===== src/rtl/regbank_dump_ctrl_if.sv =====
// Register-bank read port and byte-transmit handshake between the dump sequencer
// and its host.
interface regbank_dump_ctrl_if #(
    parameter int unsigned NB_DATA    = 32,
    parameter int unsigned NB_ADDRESS = 5,
    parameter int unsigned NB_BYTE    = 8
);
    logic [NB_ADDRESS-1:0] r_addr;
    logic                  r_en;
    logic [NB_DATA-1:0]    r_data;
    logic [NB_BYTE-1:0]    tx_data;
    logic                  tx_valid;
    logic                  tx_ready;

    modport master (
        output r_addr,
        output r_en,
        output tx_data,
        output tx_valid,
        input  r_data,
        input  tx_ready
    );

    modport slave (
        input  r_addr,
        input  r_en,
        input  tx_data,
        input  tx_valid,
        output r_data,
        output tx_ready
    );
endinterface


===== src/rtl/regbank_dump_ctrl.sv =====
// Walks every register of the bank and streams its contents MSB byte first over a
// valid/ready port. Define REGDUMP_CHECKSUM_EN to append an XOR checksum byte.
module regbank_dump_ctrl #(
    parameter int unsigned NB_DATA     = 32,
    parameter int unsigned NB_ADDRESS  = 5,
    parameter int unsigned N_REGISTERS = 32,
    parameter int unsigned NB_BYTE     = 8
) (
    input  logic               i_clk,
    input  logic               i_reset,
    input  logic               i_start,
    input  logic               i_pipe_halted,
    regbank_dump_ctrl_if.master bus,
    output logic               o_busy,
    output logic               o_done
);

    localparam int unsigned NBytes = NB_DATA / NB_BYTE;
    localparam int unsigned NbCnt  = (NBytes > 1) ? $clog2(NBytes) : 1;

    typedef enum logic [2:0] {
        StIdle,
        StRead,
        StSend,
`ifdef REGDUMP_CHECKSUM_EN
        StChk,
`endif
        StDone
    } state_e;

    state_e                state_q, state_d;
    logic [NB_ADDRESS-1:0] idx_q, idx_d;
    logic [NbCnt-1:0]      cnt_q, cnt_d;
    logic [NB_DATA-1:0]    shift_q, shift_d;
`ifdef REGDUMP_CHECKSUM_EN
    logic [NB_BYTE-1:0]    acc_q, acc_d;
`endif

    logic                  r_en;
    logic                  tx_valid;
    logic [NB_BYTE-1:0]    tx_data;
    logic [NB_BYTE-1:0]    tx_byte;
    logic                  last_byte;
    logic                  last_reg;

    assign tx_byte   = shift_q[NB_DATA-1 -: NB_BYTE];
    assign last_byte = (cnt_q == NbCnt'(NBytes - 1));
    assign last_reg  = (idx_q == NB_ADDRESS'(N_REGISTERS - 1));

    always_comb begin
        state_d  = state_q;
        idx_d    = idx_q;
        cnt_d    = cnt_q;
        shift_d  = shift_q;
`ifdef REGDUMP_CHECKSUM_EN
        acc_d    = acc_q;
`endif
        r_en     = 1'b0;
        tx_valid = 1'b0;
        tx_data  = '0;
        o_done   = 1'b0;
        o_busy   = (state_q != StIdle);

        unique case (state_q)
            StIdle: begin
                if (i_start && i_pipe_halted) begin
                    idx_d   = '0;
`ifdef REGDUMP_CHECKSUM_EN
                    acc_d   = '0;
`endif
                    state_d = StRead;
                end
            end
            StRead: begin
                r_en    = 1'b1;
                shift_d = bus.r_data;
                cnt_d   = '0;
                state_d = StSend;
            end
            StSend: begin
                tx_valid = 1'b1;
                tx_data  = tx_byte;
                if (bus.tx_ready) begin
                    shift_d = shift_q << NB_BYTE;
                    cnt_d   = cnt_q + NbCnt'(1);
`ifdef REGDUMP_CHECKSUM_EN
                    acc_d   = acc_q ^ tx_byte;
`endif
                    if (last_byte) begin
                        if (!last_reg) begin
                            idx_d   = idx_q + NB_ADDRESS'(1);
                            state_d = StRead;
                        end else begin
`ifdef REGDUMP_CHECKSUM_EN
                            state_d = StChk;
`else
                            state_d = StDone;
`endif
                        end
                    end
                end
            end
`ifdef REGDUMP_CHECKSUM_EN
            StChk: begin
                tx_valid = 1'b1;
                tx_data  = acc_q;
                if (bus.tx_ready) begin
                    state_d = StDone;
                end
            end
`endif
            StDone: begin
                o_done  = 1'b1;
                state_d = StIdle;
            end
            default: begin
                state_d = StIdle;
            end
        endcase
    end

    always_ff @(posedge i_clk or negedge i_reset) begin
        if (!i_reset) begin
            state_q <= StIdle;
            idx_q   <= '0;
            cnt_q   <= '0;
            shift_q <= '0;
`ifdef REGDUMP_CHECKSUM_EN
            acc_q   <= '0;
`endif
        end else begin
            state_q <= state_d;
            idx_q   <= idx_d;
            cnt_q   <= cnt_d;
            shift_q <= shift_d;
`ifdef REGDUMP_CHECKSUM_EN
            acc_q   <= acc_d;
`endif
        end
    end

    // The index only moves on entry to a read, so it doubles as the held read address.
    assign bus.r_addr   = idx_q;
    assign bus.r_en     = r_en;
    assign bus.tx_valid = tx_valid;
    assign bus.tx_data  = tx_data;

endmodule


===== src/flat_wrapper.sv =====
// flat-port wrapper written by rule: the top's interface ports become plain ports
module regbank_dump_ctrl_flat 
#(
    parameter int unsigned NB_DATA     = 32,
    parameter int unsigned NB_ADDRESS  = 5,
    parameter int unsigned N_REGISTERS = 32,
    parameter int unsigned NB_BYTE     = 8
)
  (i_clk, i_reset, i_start, i_pipe_halted, o_busy, o_done, bus_r_addr, bus_r_en, bus_tx_data, bus_tx_valid, bus_r_data, bus_tx_ready);
  regbank_dump_ctrl_if #(.NB_DATA(NB_DATA), .NB_ADDRESS(NB_ADDRESS), .NB_BYTE(NB_BYTE)) bus_i ();
  input  logic i_clk;
  input  logic i_reset;
  input  logic i_start;
  input  logic i_pipe_halted;
  output logic o_busy;
  output logic o_done;
  output wire logic [$bits(bus_i.r_addr)-1:0] bus_r_addr;
  output wire logic [$bits(bus_i.r_en)-1:0] bus_r_en;
  output wire logic [$bits(bus_i.tx_data)-1:0] bus_tx_data;
  output wire logic [$bits(bus_i.tx_valid)-1:0] bus_tx_valid;
  input wire logic [$bits(bus_i.r_data)-1:0] bus_r_data;
  input wire logic [$bits(bus_i.tx_ready)-1:0] bus_tx_ready;
  assign bus_r_addr = bus_i.r_addr;
  assign bus_r_en = bus_i.r_en;
  assign bus_tx_data = bus_i.tx_data;
  assign bus_tx_valid = bus_i.tx_valid;
  assign bus_i.r_data = bus_r_data;
  assign bus_i.tx_ready = bus_tx_ready;
  regbank_dump_ctrl #(.NB_DATA(NB_DATA), .NB_ADDRESS(NB_ADDRESS), .N_REGISTERS(N_REGISTERS), .NB_BYTE(NB_BYTE)) u_core (.i_clk(i_clk), .i_reset(i_reset), .i_start(i_start), .i_pipe_halted(i_pipe_halted), .bus(bus_i), .o_busy(o_busy), .o_done(o_done));
endmodule

===== config.mk =====
export PLATFORM = sky130hd
export DESIGN_NAME = regbank_dump_ctrl_flat
export DESIGN_NICKNAME = d
export VERILOG_FILES = /design/src/rtl/regbank_dump_ctrl_if.sv /design/src/rtl/regbank_dump_ctrl.sv /design/src/flat_wrapper.sv
export SDC_FILE = /design/constraint.sdc
export NUM_CORES = 1
export LEC_CHECK = 0
export BUFFER_PORTS_ARGS = -buffer_cell sky130_fd_sc_hd__buf_2
export CAP_MARGIN = 20
export CORE_MARGIN = 4
export CORE_UTILIZATION = 35
export CTS_CLUSTER_DIAMETER = 150
export DETAILED_ROUTE_END_ITERATION = 6
export HOLD_SLACK_MARGIN = 0.06
export REMOVE_ABC_BUFFERS = 1
export SETUP_SLACK_MARGIN = 0.5
export SLEW_MARGIN = 30
export SYNTH_ARGS = -nofsm -noshare
export SYNTH_HDL_FRONTEND = slang
export SYNTH_SLANG_ARGS = --single-unit

===== constraint.sdc =====
create_clock -name i_clk -period 1.7 [get_ports i_clk]
set_input_delay 0.255 -clock i_clk [delete_from_list [all_inputs] [get_ports i_clk]]
set_output_delay 0.255 -clock i_clk [all_outputs]
set_load 0.03 [all_outputs]

==> results.py <==
metrics = {
    "status": {
        "status": "complete, no violations",
    },
    "logic_synthesis": {
        "avgSynthCellArea_sq_um": 13.1,
        "ys_types": 30,
        "synth_area_sq_um": 2150,
        "synth.top_cell.area_share_pct": 47.8,
        "synth.area.top_cells": "dfrtp_1 48%, mux2_2 16%, mux2_4 12%",
        "synth_most_common_cell": "dfrtp_1",
        "synth_common_cells": "41 x dfrtp_1, 31 x mux2_2, 17 x mux2_4",
        "synth-main-ff-cell": "dfrtp_1",
        "yosys_warnings": 0,
        "async_reset_ff_share_pct": 100,
        "ys_seq_elements": 41,
        "yosys.area.top_type": "dfrtp_1",
        "seq_area_frac_synth_pct": 47.8,
        "synth_edf_count": 0,
        "syn_inst": 164,
    },
    "cts": {
        "h-tree-depth": 2,
        "cts_tree": "built",
        "max-clock-path-buffers": 2,
        "ctsRootBufferMaster": "clkbuf_8",
        "cts.sinks": 41,
        "cts.reportedPaths.clkPinSlew_ns": 0.08,
        "insertion_delay_ns": 0.29,
        "cts_made_buffers": 5,
    },
    "power": {
        "p_sw_mw": 1.85,
        "clockPowerShare_pct": 13.4,
        "p_per_area_nw_per_um2": 1800,
        "seq_power_share_pct": 27.4,
        "p_int_mw": 4.16,
        "p_leak_nw": 1.64,
        "p_sw_share_pct": 30.8,
        "pwr-share-comb_pct": 59.2,
        "ir_worst_vdd_mv": 0.799,
    },
    "placed_design": {
        "port_buffers": 53,
        "gp_congestion": 0.875,
        "post-dp-hpwl_um": 2760,
        "dp_slack_ns": 0.0243,
        "dp_cells": 292,
    },
    "hold_path": {
        "worstHoldPathType": "primary input to register",
    },
    "worst_setup_path": {
        "cp_max_fo": 7,
        "crit_buf_inv": 3,
        "crit_arrival_ns": 1.83,
        "endpoint_kind": "register",
        "crit_type": "register to register",
        "path_cells": "nor2b_4, buf_12, buf_12, buf_4, mux2_2, mux2_2",
        "cp_slowest_stage_delay_ns": 0.41,
        "startpoint_type": "register",
        "cpLargestDelayFamily": "multiplexers",
        "slowest_stage": "dfrtp_1",
        "crit_required_ns": 1.87,
    },
    "floorplanning": {
        "num_rows": 28,
        "chipHeight_um": 86.3,
        "ios": 54,
        "core_region_area_sq_um": 5920,
        "dieArea_sq_um": 7450,
        "die_w_um": 86.3,
        "start_util_pct": 36.3,
    },
    "timing": {
        "slew_violations": 0,
        "rsz0062_at_grt": "yes",
        "relSlewSlack_pct": 64.4,
        "fin_skew_ns": 0.00377,
        "fin_ws_ns": 0.0460,
        "worstMarginPinSlew_ns": 0.535,
        "finalHoldViolCount": 0,
        "post-route-period-util_pct": 97.3,
        "setup_viol": 0,
        "min_period_ns": 1.65,
        "max_freq_mhz": 605,
    },
    "detailed_routing": {
        "drt_first_iter_violations": 42,
        "firstDrtPassIters": 4,
        "vias_per_cell": 4.87,
        "postRouteAntennaNets": 0,
        "vias": 1627,
        "drt-wirelength-per-cell_um": 15.2,
        "drt-total-wl_um": 5070,
        "drc_errors": 0,
    },
    "finish": {
        "fin_cells": 334,
        "drive_gt1_share_pct": 68.3,
        "area_growth_syn_to_layout_pct": 55.1,
        "diodes": 0,
        "layout.nets": 298,
    },
    "flow_run": {
        "maxCapViolCount": 0,
    },
    "global_routing": {
        "grt_overflow_total": 0,
        "grt_pass1_wl_um": 7670,
        "antenna_found_initial": 0,
        "grt_pass1_vias": 1616,
        "grt_max_degree": 42,
        "grt_usage_pct": 13.2,
    },
}
[placed cells by master, fill, tap and decap left out, types with 2 or more instances in the layout]
cell | netlist | routed
dfrtp_1 | 41 | 40
buf_2 | 4 | 38
buf_6 | 4 | 31
mux2_4 | 17 | 29
mux2_2 | 31 | 19
buf_4 | 0 | 19
and2_4 | 0 | 9
a22o_1 | 8 | 8
nand3_1 | 6 | 6
clkbuf_8 | 0 | 6
nand2_1 | 4 | 4
buf_12 | 0 | 4
inv_1 | 3 | 3
and3_4 | 0 | 2
nor2b_4 | 0 | 2
nor2b_2 | 0 | 2
nand4b_1 | 2 | 2
nand2b_1 | 3 | 2
nor2b_1 | 6 | 2
o21ai_1 | 0 | 2
a22oi_2 | 0 | 2
o211ai_1 | 2 | 2
clkbuf_16 | 0 | 2
[state kept, by name, indices dropped and copies added (netlist names)]
signal and cells:
u_core.bus.r_addr 5, u_core.cnt_q 2, u_core.shift_q 32, u_core.state_q 2
[per-layer routing]
| metal | vias to the layer above | wire length [um] | share of wire, % | GRT usage (%) |
|---|---|---|---|---|
| met2 | 43 | 2370 | 47 | 20.4 |
| met1 | 798 | 2380 | 47 | 17.8 |
| li1 | 782 | - | - | - |
| met5 | - | 0 | 0 | 0 |
| met4 | 0 | 29 | 0.57 | 3.54 |
| met3 | 4 | 283 | 5.6 | 4.37 |
[path summary, 6_finish.rpt]
kind | from | endpoint | slack (ns) | cells after the start
setup reg to reg | u_core.state_q[1]$_DFFE_PN0P_ | u_core.shift_q[20]$_DFFE_PN0P_ | 0.05 | 6
hold reg to reg | u_core.shift_q[0]$_DFFE_PN0P_ | u_core.shift_q[0]$_DFFE_PN0P_ | 0.50 | 1
setup / recovery | u_core.state_q[1]$_DFFE_PN0P_ | u_core.shift_q[20]$_DFFE_PN0P_ | 0.05 | 6
max in group asynchronous | i_reset | u_core.bus.r_addr[4]$_DFFE_PN0P_ | 0.72 | 3
min in group asynchronous | i_reset | u_core.shift_q[25]$_DFFE_PN0P_ | 0.58 | 3
hold / removal | bus_r_data[2] | u_core.shift_q[2]$_DFFE_PN0P_ | 0.19 | 2
[power by group through the flow]
stage                     clock network (mW)  logic [mW]  registers, mW
after floorplan                            0        1.60           1.66
after global placement                     0        2.23           1.63
after detailed placement                   0        2.25           1.65
after CTS                              0.829        2.78           1.63
after global routing                   0.883        3.79           1.71
final                                  0.805        3.56           1.65
[layout make-up]
type / instances / area [sq um]
Clock buffer: 7 / 86.3
Clock inverter: 1 / 30.0
Fill cell: 500 / 2590
Inverter: 3 / 11.3
Multi-Input combinational cell: 109 / 1180
Sequential cell: 41 / 1030
Tap cell: 75 / 93.8
Timing Repair Buffer: 98 / 897
[what timing repair did]
item | 4_1_cts | 5_1_grt
hold endpoints to repair | 41 | 0
endpoints found under the setup margin | 52 | 54
gates cloned | 2 | 2
gates resized for setup | 35 | 60
setup buffers | 16 | 13
hold buffers | 1 | 0
pin swaps | 7 | 14
[through the flow]
stage	instance area [sq um]	hold slack [ns]	util [%]	setup TNS, ns	total power [mW]
floorplan	2070	-0.0406	-	-67.99	3.26
global placement	2560	0.364	43.3	0	3.87
detailed placement	2560	0.358	43.3	0	3.90
CTS	2990	0.180	50.4	0	5.24
global route	3330	0.179	56.3	-0.434	6.39
finish	3330	0.187	56.3	0	6.01
[logic make-up after synthesis]
family	synth area share, %
flops	47.8
compound gates	7.17
buf+inv	4.08
mux	28.6
fa+ha+maj	1.75
simple gates	10.6
Note: power is estimated with default switching activity, not from simulation.
